`src/rtl/seg_pkg.sv`:
```
// seg_pkg: shared 7-segment types and the hex-to-segment code table.
package seg_pkg;
    typedef logic [6:0] seg_t;

    localparam seg_t SEG_OFF = 7'h00;

    // Active-high segment codes {g,f,e,d,c,b,a}, indexed by hex value.
    localparam seg_t SEG_TABLE [16] = '{
        7'h3F, 7'h06, 7'h5B, 7'h4F, 7'h66, 7'h6D, 7'h7D, 7'h07,
        7'h7F, 7'h6F, 7'h77, 7'h7C, 7'h39, 7'h5E, 7'h79, 7'h71
    };
endpackage

```
`src/rtl/seg_hex_decoder.sv`:
```
// seg_hex_decoder: combinational hex digit to active-high 7-segment code.
module seg_hex_decoder
    import seg_pkg::*;
(
    input  logic [3:0] hex_i,
    output logic [6:0] seg_o
);
    assign seg_o = SEG_TABLE[hex_i];
endmodule

```
`src/rtl/seg_scan_mux.sv`:
```
// seg_scan_mux: multiplexed N-digit 7-segment scan driver with per-frame snapshot and blanking gap.
// Optional leading-zero blanking is built when SCAN_LZB_EN is defined.
module seg_scan_mux
    import seg_pkg::*;
#(
    parameter int NUM_DIGITS     = 4,
    parameter int DWELL          = 50000,
    parameter int BLANK          = 500,
    parameter int SEL_ACTIVE_LOW = 0,
    parameter int SEG_ACTIVE_LOW = 0
) (
    input  logic                    clk,
    input  logic                    rst_n,
    input  logic                    enable,
    input  logic [4*NUM_DIGITS-1:0] digits,
    input  logic [NUM_DIGITS-1:0]   digit_blank,
    output logic [NUM_DIGITS-1:0]   sel,
    output logic [6:0]              leds,
    output logic                    frame_start
);
    localparam int PW = DWELL > 1 ? $clog2(DWELL) : 1;
    localparam int IW = $clog2(NUM_DIGITS);
    localparam logic [PW-1:0] PRE_LAST = PW'(DWELL - 1);
    localparam logic [IW-1:0] IDX_LAST = IW'(NUM_DIGITS - 1);
    localparam logic [NUM_DIGITS-1:0] SEL_INV = SEL_ACTIVE_LOW != 0 ? '1 : '0;
    localparam seg_t SEG_INV = SEG_ACTIVE_LOW != 0 ? 7'h7F : 7'h00;

    logic [PW-1:0] presc_q, presc_d;
    logic [IW-1:0] idx_q, idx_d;
    logic [NUM_DIGITS-1:0][3:0] snap_dig_q, snap_dig_d, slot_dig;
    logic [NUM_DIGITS-1:0] snap_blk_q, snap_blk_d, lzb, sel_raw;
    logic [NUM_DIGITS-1:0] sel_q, sel_d;
    seg_t leds_q, leds_d, dec_seg;
    logic fs_q, fs_d, take, wrap, show;
    logic [3:0] cur_dig;

    // Digit 0 is the leftmost (most significant) nibble of the bus.
    always_comb begin
        for (int i = 0; i < NUM_DIGITS; i++) slot_dig[i] = digits[4*(NUM_DIGITS-1-i) +: 4];
    end

`ifdef SCAN_LZB_EN
    logic zero_run;
    always_comb begin
        zero_run = 1'b1;
        lzb = '0;
        for (int i = 0; i < NUM_DIGITS - 1; i++) begin
            zero_run = zero_run && slot_dig[i] == 4'h0;
            lzb[i] = zero_run;
        end
    end
`else
    assign lzb = '0;
`endif

    // Slot 0 begins whenever the counters sit at zero while enabled; this also
    // covers the first cycle after reset or an enable rise.
    always_comb begin
        take = enable && presc_q == '0 && idx_q == '0;
        wrap = presc_q == PRE_LAST;
        presc_d = (!enable || wrap) ? '0 : presc_q + 1'b1;
        idx_d = !enable ? '0 : !wrap ? idx_q : (idx_q == IDX_LAST) ? '0 : idx_q + 1'b1;
        snap_dig_d = take ? slot_dig : snap_dig_q;
        snap_blk_d = take ? (digit_blank | lzb) : snap_blk_q;
        fs_d = take;
    end

    // Outputs read the post-capture snapshot so the first slot of a frame is never torn.
    assign cur_dig = snap_dig_d[idx_q];

    seg_hex_decoder u_dec (
        .hex_i (cur_dig),
        .seg_o (dec_seg)
    );

    always_comb begin
        show = enable && 32'(presc_q) >= 32'(BLANK);
        sel_raw = '0;
        for (int i = 0; i < NUM_DIGITS; i++) sel_raw[NUM_DIGITS-1-i] = show && idx_q == IW'(i);
        sel_d = sel_raw ^ SEL_INV;
        leds_d = ((show && !snap_blk_d[idx_q]) ? dec_seg : SEG_OFF) ^ SEG_INV;
    end

    always_ff @(posedge clk or negedge rst_n) begin
        if (!rst_n) begin
            presc_q    <= '0;
            idx_q      <= '0;
            snap_dig_q <= '0;
            snap_blk_q <= '0;
            sel_q      <= SEL_INV;
            leds_q     <= SEG_INV;
            fs_q       <= 1'b0;
        end else begin
            presc_q    <= presc_d;
            idx_q      <= idx_d;
            snap_dig_q <= snap_dig_d;
            snap_blk_q <= snap_blk_d;
            sel_q      <= sel_d;
            leds_q     <= leds_d;
            fs_q       <= fs_d;
        end
    end

    assign sel         = sel_q;
    assign leds        = leds_q;
    assign frame_start = fs_q;
endmodule

```
`config.mk`:
```
export PLATFORM = sky130hd
export DESIGN_NAME = seg_scan_mux
export DESIGN_NICKNAME = d
export VERILOG_FILES = /design/src/rtl/seg_pkg.sv /design/src/rtl/seg_hex_decoder.sv /design/src/rtl/seg_scan_mux.sv
export SDC_FILE = /design/constraint.sdc
export NUM_CORES = 1
export LEC_CHECK = 0
export CORE_ASPECT_RATIO = 1.5
export CORE_MARGIN = 2
export CORE_UTILIZATION = 40
export CTS_CLUSTER_DIAMETER = 60
export DETAILED_ROUTE_END_ITERATION = 8
export PLACE_DENSITY_LB_ADDON = 0.05
export SLEW_MARGIN = 20
export SYNTH_ARGS = -nofsm -noshare
export SYNTH_HDL_FRONTEND = slang
export SYNTH_SLANG_ARGS = --single-unit
```
`constraint.sdc`:
```
create_clock -name clk -period 3.7 [get_ports clk]
set_input_delay 0.37 -clock clk [delete_from_list [all_inputs] [get_ports clk]]
set_output_delay 0.37 -clock clk [all_outputs]
set_load 0.01 [all_outputs]
```
==> impl_metrics.toml <==
[sta]
holdWs_ns = 0.0674
max_clock_freq_ghz = 0.314
timing.slew.headroom_pct = 58.2
finalSetupViolations = 0
min_period_over_period_pct = 86.1
hold_viol = 0
min_period_ns = 3.18
rsz0062_at_grt = "no"
tns_ns = 0
slew_violations = 0
clock_skew_ns = 0.0111
tightest_slew_ns = 0.626
setup_ws_ns = 0.515

[routing]
drtIter0Drc = 32
routed_wl_um = 5360
first_pass_iters = 4
wl_per_cell_um = 16.1
drc = 0
viasPerCell = 5.25
vias = 1755
ant_nets = 0

[logic_synthesis]
ys.flop_type = "dfrtp_1"
ys_ff_latch = 50
ys_top_cells_by_area = "dfrtp_1 (47%), mux2_2 (8.5%), mux4_2 (8.5%), ha_1 (5.7%), mux2i_1 (3.8%)"
async_reset_ff_share_pct = 100
yosysWarningCount = 0
avgSynthCellArea_um2 = 12.3
yosys.area.top_type = "dfrtp_1"
synth_cells = 216
synth-edff-count = 0
synth_top_area_share_pct = 47.3
synth_nets = 251
ys_types = 39
netlist_area_mm2 = 0.00265
yosysSeqAreaShare_pct = 47.3

[critical_path]
r2r_cells = 8
start_kind = "flip-flop"
crit_fanout = 18
cp.arrival_ns = 3.42
worst_setup_path_end_kind = "flip-flop"
reg2reg_to = "leds[0]$_DFF_PN0_"
reg2reg_from = "idx_q[1]$_DFFE_PN0N_"
r2r_slack_ns = 0.52
crit_type = "flip-flop to flip-flop"
cp.required_ns = 3.94

[place]
dp_cells = 326
portBuffers = 34
dp_slack_ns = 0.421
dp_hpwl_um = 3980
dpl_cell_area_mm2 = 0.00309
place_congestion = 0.775

[die]
die_w_um = 70.4
die-height_um = 104
core_mm2 = 0.00644
start_util_pct = 41.1
rows = 36
pin_count = 35
die_area_mm2 = 0.00730

[final_layout]
synthToLayoutAreaGrowth_pct = 20.3
fill_cells = 589
stdcell_count = 334
final_util_pct = 49.4
nNetsFinal = 292
drive_gt1_share_pct = 20.2
antenna_cells = 0
final_area_mm2 = 0.00318

[cts]
cts_resized = 0
cts_hold_repair.buffers = 0
h-tree-depth = 2
insertion_delay_ns = 0.31
root_buffer = "clkbuf_8"
cts-buffers-inserted = 5
cts_sinks = 50
cts_max_path_buffers = 2
post_cts_buffers = 0
cts_tree = "built"
clk_pin_slew_worst_paths_ns = 0.09

[grt]
grt_pass1_vias = 1889
overflow = 0
grt_pass1_wl_um = 9200
grt_start_max_net_pins = 27
antenna_found_initial = 0
grt_usage_pct = 16.1

[hold_path]
hold_class = "input pin to async pin"

[power]
p_leak_nw = 1.37
power_density_mw_per_mm2 = 408
peakVddDrop_mv = 0.204
power_mw = 1.30

[status]
status = "finished clean"

[run]
drv_cap = 0
-- registers in the layout, summed over array words and instances, names as in the netlist --
register / cells
sel: 4
leds: 7
idx_q: 2
frame_start: 1
presc_q: 16
snap_dig_q: 16
snap_blk_q: 4
-- cells in the mapped netlist (2+ instances only) --
library cell  count
a21oi_1           2
and3_1            5
buf_2             2
clkbuf_1          4
dfrtp_1          50
ha_1             12
inv_1             8
mux2_2           20
mux2i_1          10
mux4_2           10
nand2_1          13
nand3_1           8
nand4_1           4
nor2_1           21
nor2b_1           2
nor3_1            5
nor4_1            2
o221a_1           2
o31ai_1           3
xnor2_1           5
xor2_1           10
-- worst max-delay path: stages (launching register included) --
cell and delay, ns:
dfrtp_1 0.52, inv_2 0.22, ha_1 0.22, nand4_1 0.11, and4bb_4 0.55, mux4_2 0.59, mux2_4 0.33, or4b_1 0.49
o211ai_2 0.08
-- metal layers --
layer	GRT usage [%]	share of wire [%]	up-vias	routed length, um
li1	-	-	850	-
met1	17.7	38	871	2020
met2	29.6	57	24	3080
met3	2.63	2.7	10	143
met4	6.73	2.3	0	121
met5	0	0	-	0
-- cell usage in the layout (no fill, tap or decap), types with 5 or more instances in the layout --
cell and n:
nand2_1 13, mux4_2 10, nor3_1 5, clkbuf_8 6
xor2_1 10, dfrtp_1 50, nand3_1 8, clkdlybuf4s50_1 33
and3_1 5, xnor2_1 5, mux2_2 20, ha_1 12
inv_1 8, buf_4 8, mux2i_1 10, nor2_1 21
-- power by group --
group,leakage (nW),total (mW),switching [mW],internal (mW)
Clock,0.0482,0.332,0.181,0.151
Sequential,0.651,0.644,0.0329,0.611
Combinational,0.668,0.324,0.149,0.175
-- cell type report --
type,count,area [um2],area share [%]
Clock buffer,7,86.3,2.71
Clock inverter,1,5.00,0.157
Inverter,9,33.8,1.06
Multi-Input combinational cell,149,1320,41.4
Sequential cell,50,1250,39.3
Tap cell,76,95.1,2.99
Timing Repair Buffer,42,395,12.4
-- worst max path at each step --
stage	startpoint	endpoint
floorplan	idx_q[0]$_DFFE_PN0N_	leds[3]$_DFF_PN0_
global placement	enable	leds[0]$_DFF_PN0_
detailed placement	enable	leds[0]$_DFF_PN0_
CTS	idx_q[1]$_DFFE_PN0N_	leds[0]$_DFF_PN0_
global route	idx_q[1]$_DFFE_PN0N_	leds[3]$_DFF_PN0_
finish	idx_q[1]$_DFFE_PN0N_	leds[0]$_DFF_PN0_
-- logic make-up (layout without fill, tap and decap cells) --
family / count (synthesis) / in the layout / synth area share (%)
buf+inv: 17 / 59 / 2.93
compound gates: 12 / 12 / 3.83
simple gates: 67 / 67 / 12.7
fa+ha+maj: 12 / 12 / 5.67
flops: 50 / 50 / 47.3
mux: 43 / 43 / 22.6
xor+xnor: 15 / 15 / 4.96
(Power assumes the default switching activity.)
